File: src/rtl/pipe_ctrl.sv
// Pipeline control for the in-order core: load-use scoreboard, freeze/flush/interlock
// arbitration, per-stage stall/kill masks and saturating performance counters.
module pipe_ctrl #(
  parameter int STAGES     = 5,
  parameter int REG_ADDR_W = 5,
  parameter int LOAD_LAT   = 1,
  parameter int CNT_W      = 32
) (
  input  logic                  clk,
  input  logic                  rst_n,
  input  logic                  en,
  input  logic                  mem_wait,
  input  logic                  jump,
  input  logic                  id_valid,
  input  logic [REG_ADDR_W-1:0] id_rs1,
  input  logic [REG_ADDR_W-1:0] id_rs2,
  input  logic                  id_rs1_used,
  input  logic                  id_rs2_used,
  input  logic [REG_ADDR_W-1:0] id_rd,
  input  logic                  id_reg_wr,
  input  logic                  id_is_load,
  input  logic                  cnt_clr,
  output logic [STAGES-1:0]     stall,
  output logic [STAGES-1:0]     kill,
  output logic                  ex_bubble,
  output logic [STAGES-1:0]     sb_valid,
  output logic [CNT_W-1:0]      cnt_retired,
  output logic [CNT_W-1:0]      cnt_mem_stall,
  output logic [CNT_W-1:0]      cnt_hzd_stall,
  output logic [CNT_W-1:0]      cnt_flush
);

  localparam logic [CNT_W-1:0] CNT_ONE = CNT_W'(1);

  logic [STAGES-1:2]     vld_q, vld_d;
  logic [STAGES-1:2]     wr_q, wr_d;
  logic [STAGES-1:2]     ld_q, ld_d;
  logic [REG_ADDR_W-1:0] rd_q [2:STAGES-1];
  logic [REG_ADDR_W-1:0] rd_d [2:STAGES-1];

  logic [CNT_W-1:0] cnt_retired_q, cnt_retired_d;
  logic [CNT_W-1:0] cnt_mem_stall_q, cnt_mem_stall_d;
  logic [CNT_W-1:0] cnt_hzd_stall_q, cnt_hzd_stall_d;
  logic [CNT_W-1:0] cnt_flush_q, cnt_flush_d;

  logic freeze;
  logic hazard;

  function automatic logic [CNT_W-1:0] sat_inc(input logic [CNT_W-1:0] cnt, input logic inc);
    return (inc && (cnt != '1)) ? cnt + CNT_ONE : cnt;
  endfunction

  assign freeze = !en || mem_wait;

  // Load-use detection: only loads still inside the non-forwardable window count
  always_comb begin
    hazard = 1'b0;
    for (int s = 2; s < 2 + LOAD_LAT; s++) begin
      if (vld_q[s] && wr_q[s] && ld_q[s] && (rd_q[s] != '0) &&
          ((id_rs1_used && (id_rs1 == rd_q[s])) || (id_rs2_used && (id_rs2 == rd_q[s]))))
        hazard = 1'b1;
    end
    hazard = hazard && id_valid;
  end

  always_comb begin
    stall     = '0;
    kill      = '0;
    ex_bubble = 1'b0;
    if (freeze) begin
      stall = '1;
    end else if (jump) begin
      kill[1:0] = 2'b11;
      ex_bubble = 1'b1;
    end else if (hazard) begin
      stall[1:0] = 2'b11;
      ex_bubble  = 1'b1;
    end
  end

  always_comb begin
    vld_d = vld_q;
    wr_d  = wr_q;
    ld_d  = ld_q;
    rd_d  = rd_q;
    if (!freeze) begin
      vld_d[2] = id_valid && !jump && !hazard;
      wr_d[2]  = id_reg_wr;
      ld_d[2]  = id_is_load;
      rd_d[2]  = id_rd;
      for (int s = 3; s < STAGES; s++) begin
        vld_d[s] = vld_q[s-1];
        wr_d[s]  = wr_q[s-1];
        ld_d[s]  = ld_q[s-1];
        rd_d[s]  = rd_q[s-1];
      end
    end
  end

  always_comb begin
    if (cnt_clr) begin
      cnt_retired_d   = '0;
      cnt_mem_stall_d = '0;
      cnt_hzd_stall_d = '0;
      cnt_flush_d     = '0;
    end else begin
      cnt_retired_d   = sat_inc(cnt_retired_q, vld_q[STAGES-1] && !freeze);
      cnt_mem_stall_d = sat_inc(cnt_mem_stall_q, en && mem_wait);
      cnt_hzd_stall_d = sat_inc(cnt_hzd_stall_q, hazard && !jump && !freeze);
      cnt_flush_d     = sat_inc(cnt_flush_q, jump && !freeze);
    end
  end

  always_ff @(posedge clk or negedge rst_n) begin
    if (!rst_n) begin
      vld_q           <= '0;
      cnt_retired_q   <= '0;
      cnt_mem_stall_q <= '0;
      cnt_hzd_stall_q <= '0;
      cnt_flush_q     <= '0;
    end else begin
      vld_q           <= vld_d;
      cnt_retired_q   <= cnt_retired_d;
      cnt_mem_stall_q <= cnt_mem_stall_d;
      cnt_hzd_stall_q <= cnt_hzd_stall_d;
      cnt_flush_q     <= cnt_flush_d;
    end
  end

  // Entry payload is only meaningful while its valid bit is set, so it carries no reset
  always_ff @(posedge clk) begin
    wr_q <= wr_d;
    ld_q <= ld_d;
    rd_q <= rd_d;
  end

  assign sb_valid      = {vld_q, 2'b00};
  assign cnt_retired   = cnt_retired_q;
  assign cnt_mem_stall = cnt_mem_stall_q;
  assign cnt_hzd_stall = cnt_hzd_stall_q;
  assign cnt_flush     = cnt_flush_q;

endmodule

File: config.mk
export PLATFORM = sky130hd
export DESIGN_NAME = pipe_ctrl
export DESIGN_NICKNAME = d
export VERILOG_FILES = /design/src/rtl/pipe_ctrl.sv
export SDC_FILE = /design/constraint.sdc
export NUM_CORES = 1
export LEC_CHECK = 0
export ABC_AREA = 0
export BUFFER_PORTS_ARGS = -buffer_cell sky130_fd_sc_hd__buf_2
export CAP_MARGIN = 20
export CORE_ASPECT_RATIO = 0.9
export CORE_UTILIZATION = 54
export CTS_BUF_LIST = sky130_fd_sc_hd__clkbuf_16
export CTS_CLUSTER_SIZE = 40
export DETAILED_ROUTE_END_ITERATION = 10
export HOLD_SLACK_MARGIN = 0.02
export PLACE_DENSITY = 0.83
export SLEW_MARGIN = 5
export SYNTH_ARGS = -nofsm -noshare
export SYNTH_HDL_FRONTEND = slang
export SYNTH_SLANG_ARGS = --single-unit
File: constraint.sdc
create_clock -name clk -period 3.1 [get_ports clk]
set_input_delay 0 -clock clk [delete_from_list [all_inputs] [get_ports clk]]
set_output_delay 0 -clock clk [all_outputs]
set_load 0.01 [all_outputs]
# Word-level counts from Yosys, hierarchy flattened
# Cells that the tools add are included.
# W data, S select, Z words.
[op_classes] addsub=4 eq_ne=6 mux=18 n_reduce_logical=29
[ops] operator="$mux W32" count=8
[ops] operator="$add A32 B1 Y32 const B" count=4
[ops] operator="$ne A32 B32 Y1 const B" count=4
[ops] operator="$logic_and A1 B1 Y1" count=18
[ops] operator="$eq A5 B5 Y1" count=2
[ops] operator="$mux W2" count=5
[ops] operator="$reduce_bool A2 Y1" count=4
[ops] operator="$reduce_bool A5 Y1" count=1
[ops] operator="$logic_not A1 Y1" count=4
[ops] operator="$mux W1" count=4
[ops] operator="$mux W3" count=1
[ops] operator="$logic_or A1 B1 Y1" count=2
[word_totals] ff_bits=138 inputBits=26 out_inout_bits=144

# Longest topological paths before layout
[depth] word_depth=11 ltp_mapped=9

# Least setup slack after synthesis
# No wires, ideal clock.
[synth_timing] path_kind="register to register" start="register cnt_mem_stall_q[3], in the netlist cnt_mem_stall[3]" end="register cnt_mem_stall_q[26], in the netlist cnt_mem_stall[26]" setup_time_ps=78 arrival_time_ps=2182 required_ps=3022 setup_slack_ps=840 path_stages_with_launch=7 n_path_buf=1 path_cell_list="dfrtp_1 > nand4_1 > or4_4 > or4b_1 > buf_2 > or3_1 > a21oi_1"
[synth_via] elab_chain_cells=3 elab_cells_between_ends=6 cone_classes="1 x add/sub; 1 x eq/ne; 2 x mux; 2 x reduce/logical"
[synth_rtl] element="start, declared" line="42" rtl="logic [CNT_W-1:0] cnt_mem_stall_q, cnt_mem_stall_d;"
[synth_rtl] element="start signal, assigned" line="124" rtl="cnt_mem_stall_q <= cnt_mem_stall_d;"
[synth_rtl] element="$add A32 B1 Y32 or $ne A32 B32 Y1 (tied branches)" line="50" rtl="return (inc && (cnt != '1)) ? cnt + CNT_ONE : cnt;"
[synth_rtl] element="$mux W32 or $logic_and A1 B1 Y1 (tied branches)" line="50"
[synth_rtl] element="$mux W32 or $reduce_bool A2 Y1 (tied branches)"
# Several ways; a longest one is shown, not always the timed one. The select of a mux whose other input is x is not followed.
# A chain may end at the register's enable or synchronous reset.

# Worst setup path after layout
[layout_timing] start="register cnt_hzd_stall_q[0], in the netlist cnt_hzd_stall[0]" end="register cnt_hzd_stall_q[24], in the netlist cnt_hzd_stall[24]"
[layout_via] elab_chain_cells=3 elab_cells_between_ends=6 cone_classes="1 x add/sub; 1 x eq/ne; 2 x mux; 2 x reduce/logical"
[layout_rtl] element="start, declared" line="43" rtl="logic [CNT_W-1:0] cnt_hzd_stall_q, cnt_hzd_stall_d;"
[layout_rtl] element="start signal, assigned" line="125" rtl="cnt_hzd_stall_q <= cnt_hzd_stall_d;"
[layout_rtl] element="$add A32 B1 Y32 or $ne A32 B32 Y1 (tied branches)" line="50"
[layout_rtl] element="$mux W32 or $logic_and A1 B1 Y1 (tied branches)" line="50"
[layout_rtl] element="$mux W32 or $reduce_bool A2 Y1 (tied branches)"
# Several ways; a longest one is shown, not always the timed one. The select of a mux whose other input is x is not followed.

==> flow_summary_export.csv <==
group,metric,value,unit
timing,rsz0062_at_grt,"false",
synthesis,ys.flop_type,"dfrtp_1",
worst_setup_path,worstSetupEndpointType,"register",
die,ios,170,
worst_setup_path,criticalPathCategory,"register to register",
synthesis,synth.distinct_cells,52,
synthesis,post-synth-top-area-fraction,45.44,%
global_routing,antenna_found_initial,1,
clock_network,path_clk_slew,0.06,ns
power_and_ir_drop,leakage,4.002,nW
placed_design,dp_cells,1083,
global_routing,grt_usage,26.39,%
worst_hold_path,hp-class,"input pin to register",
synthesis,seq_area_frac_synth,48.35,%
clock_network,cts_buffer_depth,2,
final_layout,final_layout_size_suffix_gt1_share,22.48,%
final_layout,fin_cells,1126,
global_routing,grt_pass1_vias,6028,
timing,slew_headroom,36.93,%
synthesis,synth_adder_area_share,0.6937,%
synthesis,ys_seq_elements,138,
worst_setup_path,slowest_stage,"or4_1",
route,ant_nets,0,
worst_setup_path,critPathMaxFanout,12,
die,row_count,39,
clock_network,cts_setup_buffers,0,
die,dieArea,13830,sq um
placed_design,portBuffers,164,
die,die_w,123.8,microns
timing,post-route-min-period,2.531,ns
route,first_iter_violations,470,
global_routing,grt_pass1_wl,28770,microns
global_routing,grt_max_degree,105,
clock_network,cts_num_sinks,138,
timing,slew_violations,0,
synthesis,ys_warn_count,0,
worst_setup_path,worst-path-buf-inv,0,
route,post-route-drc-count,0,
synthesis,yosys-top-cells-area,"dfrtp_1 (45%), nor2_1 (6.0%), xor2_1 (5.7%), xnor2_1 (5.3%), nand4_1 (3.8%)",
synthesis,synth_top_family_by_area,"simple AND/OR/NAND/NOR gates",
final_layout,seq_area,3488,sq um
synthesis,synthSimpleGateAreaFrac,27.35,%
final_layout,syn_to_final_growth,22.11,%
route,wl_per_cell,15.44,microns
synthesis,synth_edf_count,7,
power_and_ir_drop,ir_drop,0.0003598,V
timing,tightest_slew,0.9461,ns
synthesis,synthArstFlopShare,94.93,%
timing,fin_worst_skew,0.01030,ns
placed_design,routabilityCongestion,0.8134,
final_layout,fillers,1056,
final_layout,multi_input_area,3506,sq um
route,drt-total-wl,17390,microns
clock_network,tritoncts,"yes",
timing,max_clock_freq,395.1,MHz
route,first_pass_iters,5,
synthesis,synth_area,7214,sq um
timing,setup_viol,0,
worst_setup_path,slowest_delay,0.60,ns
synthesis,yosysMostFrequentCell,"dfrtp_1",
run,drv_cap,0,
synthesis,synth_common_cells,"dfrtp_1 (131), nor2_1 (115), nand2_1 (61)",
timing,post-route-period-util,81.64,%
clock_network,ctsHtreeMaxLevel,4,
synthesis,syn-instance-count,779,
final_layout,final_net_count,979,
die,start_util,56.00,%
timing,tns,0,ns
run_status,outcome,"finished clean",
clock_network,clk-insertion-delay-late,0.42,ns
synthesis,syn_area_per_cell,9.261,sq um
route,num_vias,6507,
clock_network,cts_buffers,17,
placed_design,dp_hpwl,11750,microns
route,viasPerCell,5.779,
synthesis,synth_compound_area_share,8.065,%
worst_setup_path,cp_data_required_time,3.43,ns
worst_setup_path,worst-endpoint-arrival,2.87,ns
die,die_h,111.7,microns
die,design.core.area,12880,sq um
power_and_ir_drop,power.density,442.2,nW/um^2
clock_network,cts_root_buf,"clkbuf_16",
worst_setup_path,critPathLaunchType,"register",
synthesis,synth_mux_area_share,1.179,%
timing,hold_viol_final,0,
synthesis,synth_top_cell_by_area,"dfrtp_1",
global_routing,grt.overflow.total,0,
worst_setup_path,cp_common_cell,"nand4_1",
worst_setup_path,cpLargestDelayFamily,"simple AND/OR/NAND/NOR gates",
synthesis,synth_xor_xnor_area_share,11.05,%
worst_setup_path,worstPathCellList,"ha_1, nand4_1, nor4_1, nand4_1, or4_1, a21oi_1",
[report_power, final]
part	switching (mW)	leakage, nW	total, mW	internal (mW)
Clock	0.731	0.272	1.88	1.15
Combinational	0.112	1.84	0.169	0.0564
Sequential	0.0140	1.89	1.85	1.83
Total	0.857	4.00	3.90	3.04
[layer usage]
layer	global-route usage, %	vias up	part of all wire, %
li1	-	3099	-
met1	35.59	3137	44
met2	41.04	246	47
met3	7.275	25	7.7
met4	8.434	0	1.5
met5	0	-	0
[area by class of cell]
| class | instances | area share, % |
|---|---|---|
| repair buffers | 185 | 11.52 |
| multi-input cells | 593 | 39.80 |
| well taps | 164 | 2.329 |
| inverters | 14 | 0.5965 |
| diodes | 1 | 0.02841 |
| flip-flops and latches | 138 | 39.60 |
| clock inverters | 14 | 1.307 |
| clock buffers | 17 | 4.829 |
[through the flow]
step / worst slack (ns) / util (%) / total power [mW] / area [sq um] / hold slack [ns]
2_1_floorplan: 0.8396 / - / 1.955 / 7229 / -0.2956
3_3_place_gp: 0.7025 / 63.32 / 2.034 / 8157 / 0.1803
3_5_place_dp: 0.6300 / 63.32 / 2.038 / 8157 / 0.1819
4_1_cts: 0.6033 / 68.37 / 3.923 / 8807 / 0.06806
5_1_grt: 0.3564 / 68.39 / 4.037 / 8810 / 0.1141
6_report: 0.5693 / 68.39 / 3.896 / 8810 / 0.08883
[registers in the layout, summed over array words and instances (netlist names)]
signal and flops:
cnt_flush 32, wr_q 1, vld_q 3, cnt_hzd_stall 32, rd_q 5, cnt_retired 32, cnt_mem_stall 32, ld_q 1
[kinds of logic after synthesis]
group / count (synthesis)
compound gates: 98
xor+xnor: 91
fa+ha+maj: 4
buf+inv: 52
flops: 138
mux: 8
other cells: 1
simple gates: 387
[final timing paths]
kind / start / end / slack, ns / cells after the start
worst min-delay path: jump / cnt_hzd_stall[26] / 0.09 / 5
min in group asynchronous: rst_n / cnt_hzd_stall[4] / 0.29 / 2
worst max-delay path: cnt_hzd_stall[0] / cnt_hzd_stall[24] / 0.57 / 6
worst max register to register: cnt_hzd_stall[0] / cnt_hzd_stall[24] / 0.57 / 6
worst min register to register: vld_q[3] / vld_q[4] / 0.49 / 2
max in group asynchronous: rst_n / cnt_retired[30] / 2.00 / 3
[cells in the final DEF, fill, tap and decap left out, drive strengths merged, types with 13 or more instances in the layout]
cell type and count:
and3 13, xor2 47, nand2 61, or3 26
xnor2 44, nand3 47, nand4 44, nor2 115
a21oi 40, nor3 17, and4 13, dfrtp 131
buf 174, o21ai 27, inv 15, clkbuf 17
or4 13
[repair_timing]
| action | CTS | global route |
|---|---|---|
| hold buffers | 11 | 0 |
| resized for setup | 0 | 0 |
| endpoints found under the hold margin | 111 | 0 |
[worst reg2reg max path, stage by stage, from the launching register on]
cell	delay [ns]
dfrtp_1	0.41
ha_1	0.21
nand4_1	0.12
nor4_1	0.49
nand4_1	0.46
or4_1	0.61
a21oi_1	0.15
No activity file was read; power rests on OpenSTA's default activity.
